[config.mk]
export PLATFORM = sky130hd
export DESIGN_NAME = bundle_lane_serializer_flat
export DESIGN_NICKNAME = d
export VERILOG_FILES = /design/src/rtl/bundle_lane_serializer_if.sv /design/src/rtl/bundle_lane_serializer.sv /design/src/flat_wrapper.sv
export SDC_FILE = /design/constraint.sdc
export NUM_CORES = 1
export LEC_CHECK = 0
export ABC_AREA = 0
export CORE_ASPECT_RATIO = 2
export CORE_MARGIN = 1.5
export CORE_UTILIZATION = 50
export DETAILED_ROUTE_END_ITERATION = 8
export PLACE_DENSITY = 0.88
export SYNTH_ARGS = -nofsm -noshare
export SYNTH_HDL_FRONTEND = slang
export SYNTH_SLANG_ARGS = --single-unit
[constraint.sdc]
create_clock -name clk -period 2.6 [get_ports clk]
set_input_delay 0.78 -clock clk [delete_from_list [all_inputs] [get_ports clk]]
set_output_delay 0.78 -clock clk [all_outputs]
set_load 0.1 [all_outputs]
[src/rtl/bundle_lane_serializer_if.sv]
// Handshake bundle for the lane serializer: parallel bundle in, serial beat stream out.
// master drives the bundle and sinks beats; slave is the serializer.
`timescale 1ns/1ps
interface bundle_lane_serializer_if #(
   parameter int WIDTH = 3
);
   logic             in_valid;
   logic [WIDTH-1:0] in_lane_0;
   logic [WIDTH-1:0] in_lane_1;
   logic [WIDTH-1:0] in_lane_2;
   logic             in_ready;
   logic             out_valid;
   logic [WIDTH-1:0] out_data;
   logic             out_last;
   logic             out_ready;

   modport master (
      output in_valid, in_lane_0, in_lane_1, in_lane_2,
      input  in_ready,
      input  out_valid, out_data, out_last,
      output out_ready
   );

   modport slave (
      input  in_valid, in_lane_0, in_lane_1, in_lane_2,
      output in_ready,
      output out_valid, out_data, out_last,
      input  out_ready
   );
endinterface

[src/rtl/bundle_lane_serializer.sv]
// Captures a 3-lane bundle per handshake and replays it as lane 0, 1, 2 and an
// optional wrap-around checksum beat, with back-to-back frames and no bubble.
`timescale 1ns/1ps
module bundle_lane_serializer #(
   parameter int WIDTH      = 3,
   parameter int APPEND_SUM = 1,
   parameter int CNT_W      = 8
) (
   input  logic                 clk,
   input  logic                 rst,
   bundle_lane_serializer_if.slave bus,
   output logic                 busy,
   output logic [CNT_W-1:0]     frame_count
);

   typedef enum logic [1:0] {IDLE, SEND, SUM} state_t;

   state_t           state, state_nxt;
   logic [1:0]       idx, idx_nxt;
   logic [WIDTH-1:0] lane_0_q, lane_1_q, lane_2_q, sum_q;
   logic [WIDTH-1:0] lane_sel;
   logic             load, done;

   function automatic logic [WIDTH-1:0] lane_sum(input logic [WIDTH-1:0] a,
                                                input logic [WIDTH-1:0] b,
                                                input logic [WIDTH-1:0] c);
      return a + b + c;
   endfunction

   function automatic logic [CNT_W-1:0] sat_inc(input logic [CNT_W-1:0] c);
      return (&c) ? c : c + CNT_W'(1);
   endfunction

   always_comb begin
      case (idx)
         2'd0:    lane_sel = lane_0_q;
         2'd1:    lane_sel = lane_1_q;
         default: lane_sel = lane_2_q;
      endcase
   end

   always_comb begin
      state_nxt     = state;
      idx_nxt       = idx;
      load          = 1'b0;
      done          = 1'b0;
      bus.in_ready  = 1'b0;
      bus.out_valid = 1'b0;
      bus.out_data  = '0;
      bus.out_last  = 1'b0;
      case (state)
         IDLE: begin
            bus.in_ready = 1'b1;
            if (bus.in_valid) begin
               load      = 1'b1;
               idx_nxt   = 2'd0;
               state_nxt = SEND;
            end
         end
         SEND: begin
            bus.out_valid = 1'b1;
            bus.out_data  = lane_sel;
            bus.out_last  = (idx == 2'd2) && (APPEND_SUM == 0);
            if (bus.out_ready) begin
               if (idx != 2'd2)         idx_nxt   = idx + 2'd1;
               else if (APPEND_SUM != 0) state_nxt = SUM;
               else                      done      = 1'b1;
            end
         end
         SUM: begin
            bus.out_valid = 1'b1;
            bus.out_data  = sum_q;
            bus.out_last  = 1'b1;
            if (bus.out_ready) done = 1'b1;
         end
         default: state_nxt = IDLE;
      endcase
      // Final-beat handshake reopens the input in the same cycle so frames chain without a gap.
      if (done) begin
         bus.in_ready = 1'b1;
         if (bus.in_valid) begin
            load      = 1'b1;
            idx_nxt   = 2'd0;
            state_nxt = SEND;
         end else begin
            state_nxt = IDLE;
         end
      end
   end

   always_ff @(posedge clk) begin
      if (rst) begin
         state       <= IDLE;
         idx         <= 2'd0;
         lane_0_q    <= '0;
         lane_1_q    <= '0;
         lane_2_q    <= '0;
         sum_q       <= '0;
         frame_count <= '0;
      end else begin
         state <= state_nxt;
         idx   <= idx_nxt;
         if (load) begin
            lane_0_q <= bus.in_lane_0;
            lane_1_q <= bus.in_lane_1;
            lane_2_q <= bus.in_lane_2;
            sum_q    <= lane_sum(bus.in_lane_0, bus.in_lane_1, bus.in_lane_2);
         end
         if (done) frame_count <= sat_inc(frame_count);
      end
   end

   assign busy = (state != IDLE);

endmodule
[src/flat_wrapper.sv]
// flat-port wrapper written by rule: the top's interface ports become plain ports
module bundle_lane_serializer_flat 
#(
   parameter int WIDTH      = 3,
   parameter int APPEND_SUM = 1,
   parameter int CNT_W      = 8
)
  (clk, rst, busy, frame_count, bus_in_valid, bus_in_lane_0, bus_in_lane_1, bus_in_lane_2, bus_in_ready, bus_out_valid, bus_out_data, bus_out_last, bus_out_ready);
  bundle_lane_serializer_if #(.WIDTH(WIDTH)) bus_i ();
  input  logic clk;
  input  logic rst;
  output logic busy;
  output logic [CNT_W-1:0] frame_count;
  input wire logic [$bits(bus_i.in_valid)-1:0] bus_in_valid;
  input wire logic [$bits(bus_i.in_lane_0)-1:0] bus_in_lane_0;
  input wire logic [$bits(bus_i.in_lane_1)-1:0] bus_in_lane_1;
  input wire logic [$bits(bus_i.in_lane_2)-1:0] bus_in_lane_2;
  output wire logic [$bits(bus_i.in_ready)-1:0] bus_in_ready;
  output wire logic [$bits(bus_i.out_valid)-1:0] bus_out_valid;
  output wire logic [$bits(bus_i.out_data)-1:0] bus_out_data;
  output wire logic [$bits(bus_i.out_last)-1:0] bus_out_last;
  input wire logic [$bits(bus_i.out_ready)-1:0] bus_out_ready;
  assign bus_i.in_valid = bus_in_valid;
  assign bus_i.in_lane_0 = bus_in_lane_0;
  assign bus_i.in_lane_1 = bus_in_lane_1;
  assign bus_i.in_lane_2 = bus_in_lane_2;
  assign bus_in_ready = bus_i.in_ready;
  assign bus_out_valid = bus_i.out_valid;
  assign bus_out_data = bus_i.out_data;
  assign bus_out_last = bus_i.out_last;
  assign bus_i.out_ready = bus_out_ready;
  bundle_lane_serializer #(.WIDTH(WIDTH), .APPEND_SUM(APPEND_SUM), .CNT_W(CNT_W)) u_core (.clk(clk), .rst(rst), .bus(bus_i), .busy(busy), .frame_count(frame_count));
endmodule
==> out/results.ini <==
[status]
run_status = complete, no violations

[synthesis]
seq_area_frac_synth_pct = 35.9
prevailing_post_synth_register_cell = sky130_fd_sc_hd__dfxtp_1
area_fraction_in_and_or_nand_and_nor_cells_after_synthesis_pct = 17.6
synth_top_family_by_area = compound AO/OA/AOI/OAI gates
syn_nets = 182
synth_cell_count_leaders = 28 x sky130_fd_sc_hd__nand2_1, 24 x sky130_fd_sc_hd__dfxtp_1, 14 x sky130_fd_sc_hd__inv_1, 14 x sky130_fd_sc_hd__nor2_1, 11 x sky130_fd_sc_hd__a21oi_1
dominant_cell_by_count_in_the_synthesized_netlist = sky130_fd_sc_hd__nand2_1
synth_warnings = 0
synth-async-reset-ratio_pct = 0
synth_top_area_share_pct = 35.9
netlist_area_mm2 = 0.00134
syn_inst = 157
synth_enable_flop_cells = 0
synth_top_area_cell = sky130_fd_sc_hd__dfxtp_1
post_synth_xor_area_fraction_pct = 3.92
synth_cell_types = 42
synth-seq-cells = 24
synth-compound-area-share_pct = 20.4
post_synth_mux_area_share_pct = 3.92
post_synth_fa_ha_maj_area_fraction_pct = 12.3
synthesis.area_per_instance_um2 = 8.54
ys_top_cells_by_area = sky130_fd_sc_hd__dfxtp_1 36%, sky130_fd_sc_hd__ha_1 9.3%, sky130_fd_sc_hd__nand2_1 7.8%

[power]
power_frac_comb_pct = 40.4
irDropWorstVdd_mv = 0.665
leakage_nw = 0.779
internal_power_uw = 715
netSwitchingFraction_pct = 36.6
p_per_area_mw_per_mm2 = 616
seqPwrFrac_pct = 37.1
power.net_switching_uw = 412
clockPowerShare_pct = 22.5

[worst_setup_path]
critPathMaxStageDelay_ps = 430
critical-path-top-delay-family = buffers and inverters
cell_breakdown_of_the_critical_path = clkdlybuf4s50_1 > and2_1 > or2_4 > buf_12
critical_path.slowest_cell = sky130_fd_sc_hd__clkdlybuf4s50_1
crit_buf_inv = 2
critPathRequiredTime_ps = 1820
timing.critical_path.arrival_ps = 1790
critical_path.endpoint_type = output port
startpoint_kind_of_the_worst_setup_timing_path = primary input
critical_path_peak_fanout = 2
critical_path_class = primary input to output port

[global_routing]
grtUsageMet2_pct = 46.4
grt_busiest_layer = met2
track_usage_pct = 26.0
antenna_found_initial = 0
gr-usage-met3_pct = 5.25
via_count_of_the_first_global_routing_pass = 1304
globalRoute.totalOverflow = 0
grtUsageMet1_pct = 22.9
grt_pass1_wl_um = 5530
grt_start_max_net_pins = 16

[placement]
gp_congestion = 0.811
placed_cell_area_mm2 = 0.00174
dpl.hpwl_um = 2550
placement.io_buffers = 27
numPlacedInstances = 212

[timing]
fin_hold_ws_ps = 473
maxSlewViolCount = 0
maxClockFrequency_ghz = 0.389
worst-slew-pin-transition_ps = 429
finClkSkew_ps = 3.72
rsz0062_at_grt = no
min_period_ps = 2570
final_period_util_pct = 99.0
timing.final.hold_violations = 0
relSlewSlack_pct = 71.4
fin_tns_setup_ps = 0
setup_viol = 0

[detailed_routing]
drcViolationCount = 0
final_wirelength_um = 3270
avgViaCountPerCell = 5.67
wl_per_cell_um = 15.2
drt_first_pass_iters = 5
number_of_design_rule_violations_left_by_the_first_detailed_router_iteration = 25
detailroute.via_count = 1224
drt.antenna.violating_nets = 0

[cts]
cts-buffers-inserted = 3
cts_tree = built
cts_root_buf = sky130_fd_sc_hd__clkbuf_8
cts.repair_timing.setup_buffer_count = 0
postCtsHoldBufs = 0
htree_levels = 1
clock_path_buffers = 2
clk-insertion-delay-late_ps = 270
clk_pin_slew_ps = 80
tritoncts_num_sinks = 24

[die]
placement_rows = 26
core_area_mm2 = 0.00254
floorplan.die.height_um = 76.2
initial_core_util_pct = 52.8
ios = 28
die_width_um = 39.6
dieArea_mm2 = 0.00302

[layout]
post_synthesis_to_final_layout_area_growth_pct = 36.5
post_layout_nonfiller_instances = 216
ant_cells = 0
final_area_mm2 = 0.00183
final_layout_size_suffix_gt1_share_pct = 21.3
numnets_final = 214

[hold_path]
path_class_of_the_lowest_slack_min_delay_path = register to register

[run]
maxCapViolCount = 0

power by group through the flow:
| stage | Clock [mW] | Combinational, mW | Sequential (mW) |
|---|---|---|---|
| global route | 0.277 | 0.488 | 0.421 |
| CTS | 0.260 | 0.453 | 0.416 |
| detailed placement | 0 | 0.444 | 0.425 |
| global placement | 0 | 0.431 | 0.423 |
| floorplan | 0 | 0.306 | 0.424 |
| finish | 0.254 | 0.455 | 0.418 |
layout by cell type (no fill, tap or decap), types with 6 or more instances in the layout:
master                            count
sky130_fd_sc_hd__nand2_1             28
sky130_fd_sc_hd__dfxtp_1             23
sky130_fd_sc_hd__nor2_1              13
sky130_fd_sc_hd__inv_1               12
sky130_fd_sc_hd__clkdlybuf4s50_1     12
sky130_fd_sc_hd__buf_4               12
sky130_fd_sc_hd__a21oi_1             11
sky130_fd_sc_hd__buf_12               7
sky130_fd_sc_hd__ha_1                 6
worst min-delay path: cells and delay by family, from the launching register on:
family             cells  cell delay, ps
DFF                    1             320
and+or+nand+nor        1              50
AOI/OAI and AO/OA      1              60
per-layer routing:
metal / up-vias / share of wire, %
met1: 580 / 36
li1: 599 / -
met5: - / 0
met3: 9 / 3.7
met4: 0 / 3.6
met2: 36 / 57
kinds of logic after synthesis:
family / count (synthesis)
flip-flops: 24
adder cells (fa/ha/maj): 12
XOR/XNOR: 6
AND/OR/NAND/NOR: 54
AO/OA/AOI/OAI: 38
buffers and inverters: 18
multiplexers: 5
what timing repair did:
action | 4_1_cts | 5_1_grt
pin swaps | 1 | 0
gates resized for setup | 3 | 7
endpoints found under the setup margin | 4 | 3
worst paths after layout:
check | slack, ps | startpoint | end | cells after the start
worst min register to register | 470 | u_core.lane_1_q[0] | u_core.lane_1_q[0] | 2
worst max-delay path | 30 | bus_out_ready | bus_in_ready | 4
worst max register to register | 620 | u_core.state[0] | u_core.frame_count[7] | 7
worst min-delay path | 470 | u_core.lane_1_q[0] | u_core.lane_1_q[0] | 2
area by class of cell:
cell class	instances	area (um^2)
Multi-Input combinational cell	115	855
Sequential cell	24	482
Tap cell	28	35.0
Timing Repair Buffer	31	350
Fill cell	195	708
Clock buffer	4	55.1
Inverter	14	52.6
metrics by stage:
stage	setup WS [ps]	total power, mW	util [%]
after floorplan	36.2	0.730	-
after global placement	-43.5	0.854	68.5
after detailed placement	-67.9	0.869	68.5
after CTS	9.13	1.13	71.0
after global routing	8.55	1.19	72.1
final	26.7	1.13	72.1
flip-flops by register name, indices dropped and copies added, names as in the netlist:
signal              count
u_core.sum_q            3
u_core.lane_1_q         3
u_core.idx              2
u_core.state            2
u_core.lane_2_q         3
u_core.frame_count      8
u_core.lane_0_q         3
Note: power is estimated with default switching activity, not from simulation.
